<file path="config.mk">
export PLATFORM = sky130hd
export DESIGN_NAME = ext_sram_ctl_flat
export DESIGN_NICKNAME = d
export VERILOG_FILES = /design/src/rtl/ext_sram_ctl_if.sv /design/src/rtl/ext_sram_ctl.sv /design/src/flat_wrapper.sv
export SDC_FILE = /design/constraint.sdc
export NUM_CORES = 1
export LEC_CHECK = 0
export BUFFER_PORTS_ARGS = -buffer_cell sky130_fd_sc_hd__buf_2
export CORE_AREA = 4 4 145 147
export CTS_BUF_LIST = sky130_fd_sc_hd__clkbuf_4
export DETAILED_ROUTE_END_ITERATION = 10
export DIE_AREA = 0 0 149 151
export GPL_TIMING_DRIVEN = 0
export MAX_ROUTING_LAYER = met4
export PLACE_DENSITY = 0.71
export SKIP_LAST_GASP = 1
export SLEW_MARGIN = 10
export SYNTH_ARGS = -nofsm -noshare
export SYNTH_HDL_FRONTEND = slang
export SYNTH_SLANG_ARGS = --single-unit
</file>
<file path="constraint.sdc">
create_clock -name clk -period 3.6 [get_ports clk]
set_input_delay 0.72 -clock clk [delete_from_list [all_inputs] [get_ports clk]]
set_output_delay 0.72 -clock clk [all_outputs]
set_load 0.02 [all_outputs]
</file>
<file path="src/rtl/ext_sram_ctl_if.sv">
// Core-side request/response bus of the external SRAM controller.
// The core drives the request fields (master); the controller answers (slave).
interface ext_sram_ctl_if #(
   parameter int ADDR_W = 32
) ();
   logic              valid;
   logic              rw;
   logic [1:0]        size;
   logic [ADDR_W-1:0] addri;
   logic [31:0]       dtw;
   logic              ready;
   logic              busy;
   logic [31:0]       dtr;

   modport master (output valid, rw, size, addri, dtw, input ready, busy, dtr);
   modport slave  (input valid, rw, size, addri, dtw, output ready, busy, dtr);
endinterface

</file>
<file path="src/rtl/ext_sram_ctl.sv">
// External multiplexed-bus 16-bit SRAM controller.
// Splits byte/half/word requests at any alignment into 1-3 halfword phases.
// Each phase: ALE0 -> [ALE1] -> WAIT x WAIT_STATES -> SAMPLE.
// All pad outputs are registered; *_d values describe the state being entered.
module ext_sram_ctl #(
   parameter int WAIT_STATES     = 1,
   parameter bit SRAM_LATCH_LAZY = 1'b1,
   parameter int ADDR_W          = 32
) (
   input  logic             clk,
   input  logic             reset,
   ext_sram_ctl_if.slave    bus,
   input  logic [15:0]      din,
   output logic [15:0]      dout,
   output logic             isout,
   output logic             ale0,
   output logic             ale1,
   output logic             oe,
   output logic             we,
   output logic             bhe,
   output logic             ble
);
   // Width of the value held by the external high-address latch.
   localparam int HW = ADDR_W - 17;

   if (WAIT_STATES < 1 || WAIT_STATES > 15) begin : g_bad_ws
      $error("ext_sram_ctl: WAIT_STATES must be in 1..15");
   end
   if (ADDR_W < 18 || ADDR_W > 32) begin : g_bad_aw
      $error("ext_sram_ctl: ADDR_W must be in 18..32");
   end

   typedef enum logic [2:0] {S_IDLE, S_ALE0, S_ALE1, S_WAIT, S_SAMPLE} state_t;

   state_t            state_q, state_d;
   logic [3:0]        wcnt_q, wcnt_d;
   logic [1:0]        phase_q, phase_d;
   logic [1:0]        np_q, np_d;
   logic [2:0]        nb_q, nb_d;
   logic              rw_q, rw_d;
   logic [ADDR_W-1:0] addr_q, addr_d;
   logic [31:0]       dtw_q, dtw_d;
   logic [31:0]       rbuf_q, rbuf_d;
   logic [31:0]       dtr_q, dtr_d;
   logic [HW-1:0]     hi_q, hi_d;
   logic              hasinit_q, hasinit_d;
   logic              ready_q, ready_d, busy_q, busy_d;
   logic [15:0]       dout_q, dout_d;
   logic              isout_q, isout_d, ale0_q, ale0_d, ale1_q, ale1_d;
   logic              oe_q, oe_d, we_q, we_d, bhe_q, bhe_d, ble_q, ble_d;

   logic [ADDR_W-2:0] ha_cur;
   logic [HW-1:0]     ha_hi;
   logic              need_ale1, en_lo, en_hi, last_phase, go_wait;
   logic [3:0]        lo_idx, hi_idx;
   logic [15:0]       wdata;
   logic [31:0]       rcap;
   logic [2:0]        nb_in;
   logic [1:0]        np_in;

   // Per-phase address, lane enables and write data for the phase in progress.
   always_comb begin
      ha_cur     = addr_q[ADDR_W-1:1] + (ADDR_W-1)'(phase_q);
      ha_hi      = ha_cur[ADDR_W-2:16];
      need_ale1  = !(SRAM_LATCH_LAZY && hasinit_q && (ha_hi == hi_q));
      // Request-relative byte index of each lane; -1 wraps to 4'hF and is never enabled.
      lo_idx     = {1'b0, phase_q, 1'b0} - {3'b000, addr_q[0]};
      hi_idx     = {1'b0, phase_q, 1'b1} - {3'b000, addr_q[0]};
      en_lo      = lo_idx < {1'b0, nb_q};
      en_hi      = hi_idx < {1'b0, nb_q};
      wdata      = {en_hi ? dtw_q[{hi_idx[1:0], 3'b000} +: 8] : 8'h00,
                    en_lo ? dtw_q[{lo_idx[1:0], 3'b000} +: 8] : 8'h00};
      last_phase = (phase_q == np_q - 2'd1);
      rcap       = rbuf_q;
      for (int i = 0; i < 4; i++) begin
         if (en_lo && lo_idx == 4'(i)) rcap[8*i +: 8] = din[7:0];
         if (en_hi && hi_idx == 4'(i)) rcap[8*i +: 8] = din[15:8];
      end
   end

   // Request decode at acceptance: byte count and number of halfword phases.
   always_comb begin
      case (bus.size)
         2'd0:    nb_in = 3'd1;
         2'd1:    nb_in = 3'd2;
         default: nb_in = 3'd4;
      endcase
      case (nb_in)
         3'd4:    np_in = bus.addri[0] ? 2'd3 : 2'd2;
         3'd2:    np_in = bus.addri[0] ? 2'd2 : 2'd1;
         default: np_in = 2'd1;
      endcase
   end

   // Next-state and registered-output logic of the phase sequencer.
   always_comb begin
      // NOTE: every variable gets a default before the case so no path leaves it unassigned (no latches).
      state_d   = state_q;
      wcnt_d    = wcnt_q;
      phase_d   = phase_q;
      np_d      = np_q;
      nb_d      = nb_q;
      rw_d      = rw_q;
      addr_d    = addr_q;
      dtw_d     = dtw_q;
      rbuf_d    = rbuf_q;
      dtr_d     = dtr_q;
      hi_d      = hi_q;
      hasinit_d = hasinit_q;
      busy_d    = busy_q;
      dout_d    = dout_q;
      isout_d   = isout_q;
      oe_d      = oe_q;
      we_d      = we_q;
      bhe_d     = bhe_q;
      ble_d     = ble_q;
      ready_d   = 1'b0;
      ale0_d    = 1'b0;
      ale1_d    = 1'b0;
      go_wait   = 1'b0;

      case (state_q)
         S_IDLE: begin
            if (bus.valid) begin
               state_d = S_ALE0;
               rw_d    = bus.rw;
               nb_d    = nb_in;
               np_d    = np_in;
               addr_d  = bus.addri;
               dtw_d   = bus.dtw;
               phase_d = 2'd0;
               rbuf_d  = 32'h0;
               busy_d  = 1'b1;
               ale0_d  = 1'b1;
               isout_d = 1'b1;
               dout_d  = bus.addri[16:1];
            end
         end
         S_ALE0: begin
            if (need_ale1) begin
               state_d   = S_ALE1;
               ale1_d    = 1'b1;
               dout_d    = 16'(ha_hi);
               hi_d      = ha_hi;
               hasinit_d = 1'b1;
            end else begin
               go_wait = 1'b1;
            end
         end
         S_ALE1: go_wait = 1'b1;
         S_WAIT: begin
            if (wcnt_q == 4'd0) begin
               state_d = S_SAMPLE;
               we_d    = 1'b0;
            end else begin
               wcnt_d = wcnt_q - 4'd1;
            end
         end
         S_SAMPLE: begin
            if (!rw_q) rbuf_d = rcap;
            oe_d  = 1'b0;
            bhe_d = 1'b0;
            ble_d = 1'b0;
            if (last_phase) begin
               state_d = S_IDLE;
               ready_d = 1'b1;
               busy_d  = 1'b0;
               isout_d = 1'b0;
               dout_d  = 16'h0;
               if (!rw_q) dtr_d = rcap;
            end else begin
               state_d = S_ALE0;
               phase_d = phase_q + 2'd1;
               ale0_d  = 1'b1;
               isout_d = 1'b1;
               dout_d  = ha_cur[15:0] + 16'd1;
            end
         end
         default: state_d = S_IDLE;
      endcase

      if (go_wait) begin
         state_d = S_WAIT;
         wcnt_d  = 4'(WAIT_STATES - 1);
         bhe_d   = en_hi;
         ble_d   = en_lo;
         oe_d    = !rw_q;
         we_d    = rw_q;
         isout_d = rw_q;
         dout_d  = rw_q ? wdata : 16'h0;
      end
   end

   // State and output registers with synchronous reset.
   always_ff @(posedge clk) begin
      // NOTE: sequential state uses non-blocking assignments so all flops update together.
      if (reset) begin
         state_q   <= S_IDLE;
         wcnt_q    <= '0;
         phase_q   <= '0;
         np_q      <= '0;
         nb_q      <= '0;
         rw_q      <= 1'b0;
         addr_q    <= '0;
         dtw_q     <= '0;
         rbuf_q    <= '0;
         dtr_q     <= '0;
         hi_q      <= '0;
         hasinit_q <= 1'b0;
         ready_q   <= 1'b0;
         busy_q    <= 1'b0;
         dout_q    <= '0;
         isout_q   <= 1'b0;
         ale0_q    <= 1'b0;
         ale1_q    <= 1'b0;
         oe_q      <= 1'b0;
         we_q      <= 1'b0;
         bhe_q     <= 1'b0;
         ble_q     <= 1'b0;
      end else begin
         state_q   <= state_d;
         wcnt_q    <= wcnt_d;
         phase_q   <= phase_d;
         np_q      <= np_d;
         nb_q      <= nb_d;
         rw_q      <= rw_d;
         addr_q    <= addr_d;
         dtw_q     <= dtw_d;
         rbuf_q    <= rbuf_d;
         dtr_q     <= dtr_d;
         hi_q      <= hi_d;
         hasinit_q <= hasinit_d;
         ready_q   <= ready_d;
         busy_q    <= busy_d;
         dout_q    <= dout_d;
         isout_q   <= isout_d;
         ale0_q    <= ale0_d;
         ale1_q    <= ale1_d;
         oe_q      <= oe_d;
         we_q      <= we_d;
         bhe_q     <= bhe_d;
         ble_q     <= ble_d;
      end
   end

   assign bus.ready = ready_q;
   assign bus.busy  = busy_q;
   assign bus.dtr   = dtr_q;
   assign dout      = dout_q;
   assign isout     = isout_q;
   assign ale0      = ale0_q;
   assign ale1      = ale1_q;
   assign oe        = oe_q;
   assign we        = we_q;
   assign bhe       = bhe_q;
   assign ble       = ble_q;
endmodule
</file>
<file path="src/flat_wrapper.sv">
// flat-port wrapper written by rule: the top's interface ports become plain ports
module ext_sram_ctl_flat 
#(
   parameter int WAIT_STATES     = 1,
   parameter bit SRAM_LATCH_LAZY = 1'b1,
   parameter int ADDR_W          = 32
)
  (clk, reset, din, dout, isout, ale0, ale1, oe, we, bhe, ble, bus_valid, bus_rw, bus_size, bus_addri, bus_dtw, bus_ready, bus_busy, bus_dtr);
  ext_sram_ctl_if #(.ADDR_W(ADDR_W)) bus_i ();
  input  logic clk;
  input  logic reset;
  input  logic [15:0] din;
  output logic [15:0] dout;
  output logic isout;
  output logic ale0;
  output logic ale1;
  output logic oe;
  output logic we;
  output logic bhe;
  output logic ble;
  input wire logic [$bits(bus_i.valid)-1:0] bus_valid;
  input wire logic [$bits(bus_i.rw)-1:0] bus_rw;
  input wire logic [$bits(bus_i.size)-1:0] bus_size;
  input wire logic [$bits(bus_i.addri)-1:0] bus_addri;
  input wire logic [$bits(bus_i.dtw)-1:0] bus_dtw;
  output wire logic [$bits(bus_i.ready)-1:0] bus_ready;
  output wire logic [$bits(bus_i.busy)-1:0] bus_busy;
  output wire logic [$bits(bus_i.dtr)-1:0] bus_dtr;
  assign bus_i.valid = bus_valid;
  assign bus_i.rw = bus_rw;
  assign bus_i.size = bus_size;
  assign bus_i.addri = bus_addri;
  assign bus_i.dtw = bus_dtw;
  assign bus_ready = bus_i.ready;
  assign bus_busy = bus_i.busy;
  assign bus_dtr = bus_i.dtr;
  ext_sram_ctl #(.WAIT_STATES(WAIT_STATES), .SRAM_LATCH_LAZY(SRAM_LATCH_LAZY), .ADDR_W(ADDR_W)) u_core (.clk(clk), .reset(reset), .bus(bus_i), .din(din), .dout(dout), .isout(isout), .ale0(ale0), .ale1(ale1), .oe(oe), .we(we), .bhe(bhe), .ble(ble));
endmodule
</file>
==> Word-level counts from Yosys, hierarchy flattened <==
Cells that the tools add are included.
{ "op_classes": {"reduce_logical": 36, "muxes": 51, "eq_ne": 25, "n_addsub": 7, "n_shift": 2, "bitwise": 6, "order_cmp": 2} }
{ "ops": {"columns": ["cell", "n"], "rows": [
  ["two-way mux 16 bit", 5],
  ["two-way mux 8 bit", 10],
  ["two-way mux 32 bit", 2],
  ["one-hot mux 32 bit (2 select lines)", 1],
  ["variable part select 32 x 6 -> 8 bit", 2],
  ["one-hot mux 16 bit (3 select lines)", 1],
  ["adder 31 x 2 -> 31 bit", 1],
  ["two-way mux 1 bit", 17],
  ["adder 16 x 1 -> 16 bit (second input constant)", 1],
  ["== test 4 x 2 -> 1 bit (second input constant)", 4],
  ["== test 15 bit", 1],
  ["one-hot mux 3 bit (5 select lines)", 1],
  ["AND reduction 3 bit", 5],
  ["logical NOT 4 bit", 3],
  ["AND reduction 2 bit", 5],
  ["== test 3 x 2 -> 1 bit (second input constant)", 3],
  ["logical AND 1 bit", 9],
  ["two-way mux 3 bit", 3],
  ["== test 4 x 1 -> 1 bit (second input constant)", 2],
  ["less-than comparator 4 x 3 -> 1 bit", 2],
  ["two-way mux 2 bit", 4],
  ["!= test 2 bit (second input constant)", 4],
  ["one-hot mux 1 bit (2 select lines)", 4],
  ["one-hot mux 2 bit (2 select lines)", 2],
  ["21 further kinds", 37]
]} }
{ "word_totals": {"wordCells": 152, "register_bits": 184, "output_inout_bits": 57} }

==> Logic depth before layout (Yosys ltp) <==
Gate-level depths: netlist of run 1.
{ "logic_depth": {"depth_word": 7, "ltp_mapped": 14} }

==> Worst setup path after synthesis of run 1 <==
OpenSTA, ideal clock, no wires.
{ "synth_path": {"kind": "reg-to-reg", "from": "register u_core.phase_q[0]", "to": "register u_core.dout_q[1], in the netlist u_core.dout[1]", "path_slack_ns": 0.124, "arrival_ns": 3.355, "t_required_ns": 3.478, "n_path_buf": 3, "stages_incl_launch_ff": 14, "setup_ns": 0.122, "period_less_slack_ns": 3.476, "cell_sequence": "dfxtp_1 ha_1 fa_1 buf_4 and4_1 buf_4 nand4_2 or4_1 a211oi_2 nand4_1 or4_4 a21o_1 buf_6 a221o_1"} }
{ "synth_between": {"elab_chain_cells": 7, "word_cells_on_any_way": 20} }
{ "synth_rtl": {"columns": ["item", "line", "source"], "rows": [
  ["start, declared", "ext_sram_ctl.sv:37", "logic [1:0] phase_q, phase_d;"],
  ["start signal, assigned", "ext_sram_ctl.sv:223", "phase_q <= phase_d;"],
  ["parallel branches: the longest is 7 deep, another holds adder 31 x 2 -> 31 bit", null, null],
  ["end signal, assigned", "ext_sram_ctl.sv:235", "dout_q <= dout_d;"],
  ["end, declared", "ext_sram_ctl.sv:48", "logic [15:0] dout_q, dout_d;"]
]} }
Parallel ways; which one is timed is not known. The select of a mux whose other input is x is not followed.
A chain may end at the register's enable or synchronous reset.

==> Worst setup path in the final report of run 1 <==
{ "layout_path": {"from": "register u_core.phase_q[0]", "to": "register u_core.dout_q[12], in the netlist u_core.dout[12]"} }
Same word-level chain as after synthesis.

==> impl_metrics.tcl, run 1 <==
set metrics [dict create \
    holdCritPathClass "in -> reg" \
    start_kind "flip-flop" \
    ys_warn_count 0 \
    async_flop_share_pct 0 \
    fin_crit_ns 3.472 \
    critical_path.max_fanout 5 \
    routed_wl_um 31430 \
    drc 0 \
    port_buffers 133 \
    relSlewSlack_pct 33.10 \
    ys_ff_latch 184 \
    fin_ws_ns 0.1284 \
    clkLatencyLatePin_ns 0.59 \
    grt_pass1_vias 9121 \
    synth-edff-count 0 \
    die_height_um 151 \
    final_core_util_pct 56.56 \
    r2r-start "u_core.phase_q[0]" \
    critPathKind "reg -> reg" \
    syn_area_sq_mm 0.009777 \
    setup_viol 0 \
    synth.distinct_cells 66 \
    antenna_found_initial 4 \
    clock.fmax_mhz 288.1 \
    status "completed" \
    grt.overflow.total 0 \
    vdd_drop_max_mv 0.2822 \
    place_congestion 0.9712 \
    worst_slew_pin_slew_ns 0.9968 \
    postCtsHoldBufs 0 \
    coreArea_sq_mm 0.01991 \
    grt_max_degree 17 \
    first_pass_iters 6 \
    cts_tree "done" \
    synthCells 1249 \
    placed_area_sq_mm 0.01078 \
    root_buffer "clkbuf_4" \
    rows 52 \
    ys_seq_area_share_pct 37.68 \
    wl_per_cell_um 18.53 \
    layout-drive-gt1-share_pct 16.53 \
    cts_made_buffers 17 \
    initial_core_util_pct 49.11 \
    first_iter_violations 938 \
    required_ns 4.13 \
    synth_area_per_cell_sq_um 7.828 \
    place_hpwl_um 23460 \
    grt_pass1_wl_um 48550 \
    p_per_area_mw_per_mm2 401.8 \
    io-pin-count 143 \
    htree_levels 4 \
    ant_nets 0 \
    slew_viol_final 0 \
    power_mw 4.525 \
    track_usage_pct 28.09 \
    area_growth_pct 15.18 \
    pre_cts_slack_ns -0.3876 \
    clk_path_buf_depth 2 \
    die_width_um 149 \
    fin_area_sq_mm 0.01126 \
    synthFlopType "dfxtp_1" \
    dieArea_sq_mm 0.02250 \
    viasPerCell 5.881 \
    route.vias.total 9974 \
    fin_crit_sh_pct 96.43 \
    n_fill_cell 1958 \
    clock-sinks 184 \
    end_kind "flip-flop" \
    syn-num-nets 1351 \
    critPathArrivalTime_ns 4.00 \
    crit_path_start "u_core.phase_q[0]" \
    hp-start "bus_addri[25]" \
    fin_nets 1511 \
    clock_skew_ns 0.02687 \
    hold_violations 0 \
    total_leakage_power_nw 4.175 \
    clk_pin_slew_worst_paths_ns 0.16 \
    max_cap_violations 0 \
]
state kept, by name, summed over array words and instances (netlist names):
signal and flops:
u_core.we 1, u_core.bhe 1, u_core.hi_q 15, u_core.ble 1
u_core.rbuf_q 32, u_core.ale0 1, u_core.oe 1, u_core.dtw_q 32
u_core.wcnt_q 4, u_core.hasinit_q 1, u_core.bus.dtr 32, u_core.rw_q 1
u_core.np_q 2, u_core.addr_q 32, u_core.bus.ready 1, u_core.state_q 3
u_core.phase_q 2, u_core.isout 1, u_core.bus.busy 1, u_core.nb_q 3
u_core.dout 16, u_core.ale1 1
per-layer routing:
layer | vias up | part of all wire, % | track usage [%] | wire, um
met3 | 73 | 8.0 | 4.399 | 2529
met1 | 4649 | 46 | 39.65 | 14310
li1 | 4766 | - | - | -
met5 | - | 0 | - | 0
met2 | 486 | 43 | 41.43 | 13610
met4 | 0 | 3.1 | 9.199 | 979
logic make-up (layout without fill, tap and decap cells):
| group | Yosys count | after routing | synth area share (%) |
|---|---|---|---|
| muxes | 27 | 27 | 4.812 |
| buffers and inverters | 124 | 297 | 5.170 |
| other | 0 | 4 | 0 |
| adders and majority gates | 16 | 16 | 2.124 |
| DFF | 184 | 184 | 37.68 |
| AOI/OAI and AO/OA | 308 | 308 | 19.98 |
| and+or+nand+nor | 533 | 533 | 24.57 |
| xor gates and xnor gates | 57 | 57 | 5.669 |
power by group:
| part | total [mW] | switching (mW) | internal [mW] |
|---|---|---|---|
| registers | 2.27 | 0.116 | 2.16 |
| clock network | 1.19 | 0.757 | 0.436 |
| logic | 1.06 | 0.687 | 0.370 |
| total | 4.52 | 1.56 | 2.96 |
cell type report:
cell class              instances  area (sq um)  area share [%]
clock inverters                13         143.9           1.278
clock buffers                  19         142.6           1.267
flip-flops and latches        184          3690           32.77
diodes                          4         10.01         0.08889
repair buffers                143         748.2           6.644
well taps                     270         337.8           3.000
multi-input cells             941          5678           50.42
inverters                      13         48.80          0.4333
plain buffers                 109         461.7           4.100
what timing repair did:
| item | CTS | global route |
|---|---|---|
| endpoints found under the setup margin | 91 | 78 |
| setup buffers | 6 | 4 |
| resized for setup | 18 | 17 |
| cloned | 0 | 0 |
| pin swaps | 6 | 9 |
per-stage QoR:
step | hold slack [ns] | std cells | setup TNS, ns
6_report | 0.3410 | 1696 | 0
5_1_grt | 0.3047 | 1696 | -0.008552
4_1_cts | 0.3153 | 1690 | 0
3_5_place_dp | 0.4416 | 1652 | -26.45
3_3_place_gp | 0.4379 | 1652 | -23.63
2_1_floorplan | 0.4319 | 1249 | 0
final timing paths:
check	end	slack, ns	cells past startpoint
worst max-delay path	u_core.dout[12]	0.13	13
worst min-delay path	u_core.addr_q[25]	0.34	3
worst max register to register	u_core.dout[12]	0.13	13
worst min register to register	u_core.bus.dtr[16]	0.46	2
placed cells by master, fill, tap and decap left out, types with 6 or more instances in the layout:
cell and count:
a21oi_1 158, and4_1 9, and3_1 8, o211ai_1 40, o21ai_0 14, inv_1 13, clkbuf_1 85, and2_1 6
mux4_2 16, dfxtp_1 181, xnor2_1 35, nand3_1 92, buf_4 11, ha_1 14, nand4_1 18, nor3_1 10
nand2b_1 10, xor2_1 18, buf_2 141, clkbuf_4 20, o2111ai_1 34, nand2_1 285, a211oi_1 10, mux2i_1 11
nor2_1 59
critical path, stage by stage (launching register included):
cell	delay, ns
dfxtp_4	0.40
ha_4	0.15
fa_2	0.21
and4_1	0.20
buf_6	0.12
nand4_4	0.11
or4_4	0.50
a211oi_2	0.22
nand4_1	0.16
or4_4	0.59
a21oi_4	0.25
buf_6	0.15
nand4_1	0.11
a211oi_2	0.23
synth_stat cells (8+ instances only):
library cell    n  area, sq um
o2111ai_1      34        297.8
nor2_1         60        225.2
mux2i_1        11        110.1
dfxtp_1       184         3684
and3_1          9        56.30
mux4_2         16        360.4
xnor2_1        35        306.5
and4_1          9        78.83
o211ai_1       40        300.3
nand3_1        92        460.4
o21ai_0        15        75.07
a21oi_1       158        790.8
buf_2           8        40.04
clkbuf_1       91        341.6
nand4_1        18        112.6
ha_1           15        187.7
a211oi_1       11        82.58
nor3_1         11        55.05
xor2_1         18        157.7
nand2b_1       10        62.56
inv_1          13        48.80
nand2_1       287         1077
No activity file was read; power rests on OpenSTA's default activity.
==> inputs of run 2 (changes only) <==
CTS_BUF_LIST = sky130_fd_sc_hd__clkbuf_16   (was sky130_fd_sc_hd__clkbuf_4)
REMOVE_ABC_BUFFERS = 1   (was default)
==> run 2 against run 1 <==
Against the previous run:
- clock-buffer cell count down 2
- clock power is 59% higher
- sequential cell count unchanged
- critical path type unchanged
==> impl_metrics.tcl, run 2 (synthesis results as in run 1) <==
set metrics [dict create \
    status "completed" \
    relSlewSlack_pct 27.32 \
    placed_area_sq_mm 0.01062 \
    holdCritPathClass "reg -> reg" \
    io-pin-count 143 \
    worst_slew_pin_slew_ns 1.088 \
    rsz0062_at_grt "false" \
    critPathKind "reg -> reg" \
    layout-drive-gt1-share_pct 19.33 \
    coreArea_sq_mm 0.01991 \
    fin_area_sq_mm 0.01150 \
    final_core_util_pct 57.74 \
    critPathArrivalTime_ns 3.78 \
    initial_core_util_pct 49.11 \
    fin_crit_sh_pct 96.14 \
    max_cap_violations 0 \
    slowest_stage "or4_4" \
    clock_skew_ns 0.01098 \
    clkLatencyLatePin_ns 0.43 \
    route.vias.total 9458 \
    dp_cells 1564 \
    grt_pass1_wl_um 44190 \
    viasPerCell 5.853 \
    cts_tree "done" \
    ant_nets 0 \
    r2r_cells 9 \
    clk_pin_slew_worst_paths_ns 0.07 \
    rows 52 \
    grt_pass1_vias 8542 \
    vdd_drop_max_mv 0.2813 \
    track_usage_pct 24.76 \
    fin_hold_ws_ns 0.4495 \
    critical_path.max_fanout 23 \
    crit_path_max_incr_delay_ns 0.62 \
    wl_per_cell_um 17.30 \
    grt.overflow.total 0 \
    final_common_cell "nand2_1" \
    fin_nets 1434 \
    port_buffers 142 \
    fin_crit_ns 3.461 \
    htree_levels 4 \
    end_kind "flip-flop" \
    cp_cell_sequence "fa_2, and4_4, nand4_2, or4_1, a211oi_2, nand4_1, or4_4, a21o_4, a2111oi_1" \
    clock-sinks 184 \
    worstHoldPathCells 2 \
    clk_path_buf_depth 2 \
    setup_viol 0 \
    clock.fmax_mhz 288.9 \
    first_pass_iters 6 \
    p_per_area_mw_per_mm2 455.1 \
    die_height_um 151 \
    antenna_found_initial 0 \
    most-common-layout-cells "284 x nand2_1, 180 x dfxtp_1, 156 x a21oi_1" \
    slew_viol_final 0 \
    area_growth_pct 17.58 \
    required_ns 3.92 \
    grt_max_degree 111 \
    hold_violations 0 \
    routed_wl_um 27950 \
    fin_cells 1616 \
    cts_made_buffers 17 \
    start_kind "flip-flop" \
    dieArea_sq_mm 0.02250 \
    die_width_um 149 \
    first_iter_violations 1011 \
    root_buffer "clkbuf_16" \
    place_hpwl_um 18960 \
    total_leakage_power_nw 4.303 \
    power_mw 5.231 \
    drc 0 \
    place_congestion 0.8808 \
]
[run 2: cell types whose count changed in the layout (fill, tap and decap cells not counted), moves of 3 or more]
cell       delta
clkbuf_1     -85
clkbuf_2      -4
clkbuf_4     -20
buf_1         -5
diode_2       -3
buf_12        +3
buf_4        +10
buf_16        +3
clkbuf_16    +17
[run 2: final cells by class]
cell class | instances | area (sq um)
inverter | 13 | 48.80
multi-input combinational | 942 | 5752
clock buffer | 17 | 425.4
clock inverter | 15 | 165.2
sequential | 184 | 3694
fill | 1890 | 8413
timing repair buffer | 174 | 1071
tap | 270 | 337.8
antenna | 1 | 2.502
[run 2: layer usage]
layer,wire (um),part of all wire (%),GRT usage (%),up-vias
met3,1822,6.5,3.441,36
met4,494,1.8,7.323,0
met2,13110,47,38.67,358
met5,0,0,-,-
li1,-,-,-,4616
met1,12530,45,33.74,4448
[run 2: worst max-delay path, delay by kind of cell (launching register included)]
family | cells | cell delay, ns
DFF | 1 | 0.46
adders and majority gates | 1 | 0.27
AOI/OAI and AO/OA | 3 | 0.86
and+or+nand+nor | 5 | 1.76
[run 2: final timing paths]
path | from | endpoint | slack [ns]
max | u_core.phase_q[1] | u_core.dout[2] | 0.14
min reg2reg | u_core.bus.dtr[6] | u_core.bus.dtr[6] | 0.45
min | u_core.bus.dtr[6] | u_core.bus.dtr[6] | 0.45
max reg2reg | u_core.phase_q[1] | u_core.dout[2] | 0.14
[run 2: power by group]
part | internal [mW] | total [mW] | switching [mW]
registers | 2.16 | 2.29 | 0.133
clock network | 0.986 | 1.89 | 0.903
logic | 0.414 | 1.05 | 0.639
[run 2: timing repair]
item	CTS	global route
hold buffers	0	0
buffers inserted	10	8
gates resized for setup	14	15
pin swaps	2	5
gates cloned	1	0
setup endpoints to repair	102	88
[run 2: metrics by stage]
stage | setup TNS (ns) | setup WS (ns)
after CTS | 0 | 0.01196
after global routing | 0 | 0.0004392
after detailed placement | -114.62 | -1.458
after floorplan | -401.15 | -5.047
after global placement | -919.23 | -11.16
final | 0 | 0.1390
==> inputs of run 3 (changes only) <==
ABC_AREA = 1   (was default)
CORE_AREA = 4 4 149 151   (was 4 4 145 147)
DIE_AREA = 0 0 153 155   (was 0 0 149 151)
TNS_END_PERCENT = 30   (was default)
==> run 3 against run 2 <==
Against the previous run:
- worst setup slack better by 0.19 ns
- critical path depth increased by 1
- wire length is 9.9% higher
- fmax grew 5.9%
- clock power grew 2%
- global-route usage increased by 1.3 points
- clock skew rose by 0.0035 ns
- highest routed layer unchanged
==> impl_metrics.tcl, run 3 <==
set metrics [dict create \
    total_leakage_power_nw 5.282 \
    grt_max_degree 108 \
    slew_viol_final 0 \
    final_core_util_pct 56.97 \
    fin_crit_sh_pct 90.79 \
    synthCells 1605 \
    route.vias.total 10683 \
    required_ns 3.94 \
    clock.fmax_mhz 306.0 \
    status "completed" \
    setup_viol 0 \
    port_buffers 142 \
    place_hpwl_um 21710 \
    wl_met2_um 13780 \
    die_height_um 155 \
    viasPerCell 5.374 \
    fin_setup_tns_ns 0 \
    synthTopCellsByCount "471 x nand2_1, 186 x inv_1, 184 x dfxtp_1" \
    rows 53 \
    clk_path_buf_depth 2 \
    fin_area_sq_mm 0.01186 \
    hold_violations 0 \
    critical_path.max_fanout 34 \
    pre_cts_slack_ns -1.067 \
    root_buffer "clkbuf_16" \
    async_flop_share_pct 0 \
    track_usage_pct 26.06 \
    cts_tree "done" \
    p_per_area_mw_per_mm2 494.2 \
    die_width_um 153 \
    ys_seq_area_share_pct 35.94 \
    coreArea_sq_mm 0.02082 \
    final_common_cell "nand2_1" \
    clkPwrFrac_pct 32.9 \
    grt.overflow.total 0 \
    sequentialPowerShare_pct 40.7 \
    rsz0062_at_grt "false" \
    p_int_mw 3.659 \
    ys_ff_latch 184 \
    synth-edff-count 0 \
    ant_nets 0 \
    fin_crit_ns 3.268 \
    yosysMostFrequentCell "nand2_1" \
    yosysTopAreaCell "dfxtp_1" \
    most-common-layout-cells "467 x nand2_1, 185 x inv_1, 182 x dfxtp_1" \
    critPathArrivalTime_ns 3.61 \
    synthFlopType "dfxtp_1" \
    synth_top_area_share_pct 35.94 \
    seq_area_sq_mm 0.003691 \
    multi_input_area_sq_mm 0.005613 \
    placed_area_sq_mm 0.01105 \
    holdCritPathClass "reg -> reg" \
    initial_core_util_pct 49.22 \
    critPathKind "reg -> reg" \
    area_growth_pct 15.73 \
    yosys-top-cells-area "dfxtp_1 36%, nand2_1 17%, o21ai_0 8.0%" \
    syn_area_sq_mm 0.01025 \
    grt_pass1_wl_um 49490 \
    swShare_pct 37.58 \
    fin_ws_ns 0.3317 \
    cts_made_buffers 17 \
    top_layer "met4" \
    crit_path_max_incr_delay_ns 0.93 \
    postCtsHoldBufs 0 \
    comb_power_share_pct 26.4 \
    clkLatencyLatePin_ns 0.44 \
    dieArea_sq_mm 0.02372 \
    start_kind "flip-flop" \
    layout-drive-gt1-share_pct 13.49 \
    first_iter_violations 799 \
    synth.distinct_cells 47 \
    drc 0 \
    clock_skew_ns 0.01451 \
    n_fill_cell 2107 \
    routed_wl_um 30710 \
    worst_slew_pin_slew_ns 1.161 \
    first_pass_iters 5 \
    rrSetupSlack_ns 0.33 \
    cp_cell_sequence "nor2_1, inv_1, nor2_1, inv_1, nor2_4, nand2_1, nand2_1, o21ai_0, nand2_1, inv_1" \
    io-pin-count 143 \
    place_congestion 0.9553 \
    relSlewSlack_pct 22.39 \
    clk_pin_slew_worst_paths_ns 0.08 \
    max_cap_violations 0 \
    ys_warn_count 0 \
    wl_per_cell_um 15.45 \
    switching_power_mw 2.203 \
    fin_nets 1802 \
    vdd_drop_max_mv 0.3645 \
    antenna_found_initial 0 \
    route.met3.wl_um 1884 \
    end_kind "flip-flop" \
    grt_pass1_vias 9861 \
    met1Wirelength_um 14340 \
    clock-sinks 184 \
    diodes 0 \
    fin_hold_ws_ns 0.4677 \
    synth_area_per_cell_sq_um 6.386 \
    slowest_stage "nand2_1" \
    htree_levels 4 \
]
[run 3: cell count changes in the layout (fill, tap and decap cells not counted), sizes merged, moves of 11 or more]
| cell | before | now |
|---|---|---|
| nand2 | 287 | 482 |
| inv | 19 | 191 |
| o21ai | 16 | 184 |
| nor2 | 60 | 110 |
| o2111ai | 34 | 0 |
| xnor2 | 35 | 1 |
| buf | 174 | 153 |
| nand3 | 92 | 113 |
| a21oi | 159 | 143 |
| mux4 | 16 | 0 |
| nand4 | 19 | 7 |
| mux2i | 11 | 0 |
[run 3: what timing repair did]
action                     in CTS  in global routing
gates resized for setup        10                 12
buffers inserted                6                  3
pin swaps                       4                  0
setup endpoints to repair      96                102
[run 3: final cells by class]
| class | count | area share, % |
|---|---|---|
| multi-input combinational | 1153 | 47.32 |
| sequential | 184 | 31.11 |
| timing repair buffer | 153 | 7.225 |
| inverter | 191 | 6.170 |
| clock buffer | 17 | 3.586 |
| tap | 275 | 2.901 |
| clock inverter | 15 | 1.688 |
[run 3: metal layers]
| metal | up-vias | track usage, % |
|---|---|---|
| li1 | 5408 | - |
| met1 | 4912 | 35.13 |
| met2 | 316 | 41.20 |
| met3 | 47 | 3.950 |
| met4 | 0 | 7.043 |
| met5 | - | - |
[run 3: final timing paths]
check | start | end | cells past startpoint
min | u_core.rbuf_q[30] | u_core.rbuf_q[30] | 2
min reg2reg | u_core.rbuf_q[30] | u_core.rbuf_q[30] | 2
max reg2reg | u_core.state_q[1] | u_core.bus.dtr[3] | 10
max | u_core.state_q[1] | u_core.bus.dtr[3] | 10
[run 3: critical path, delay by kind of cell, from the launching register on]
kind | cells | cell delay, ns
and+or+nand+nor | 6 | 2.37
DFF | 1 | 0.36
buffers and inverters | 3 | 0.32
AOI/OAI and AO/OA | 1 | 0.11
[run 3: power groups by stage]
stage / sequential [mW] / combinational (mW) / clock (mW)
2_1_floorplan: 2.46 / 0.934 / 0
3_3_place_gp: 2.42 / 1.44 / 0
3_5_place_dp: 2.42 / 1.47 / 0
4_1_cts: 2.38 / 1.52 / 1.96
5_1_grt: 2.41 / 1.76 / 2.05
6_report: 2.38 / 1.55 / 1.93
[run 3: kinds of logic (layout without fill, tap and decap cells)]
group,count (synthesis),count (layout),synth area share [%]
compound gates,387,387,20.62
xor+xnor,12,12,1.025
fa+ha+maj,16,16,2.026
simple gates,738,738,30.10
flops,184,184,35.94
buf+inv,268,376,10.29
[run 3: stage by stage]
stage               power [mW]  instances
floorplan                3.392       1528
global placement         3.862       1945
detailed placement       3.897       1947
CTS                      5.857       1985
global route             6.212       1988
finish                   5.862       1988
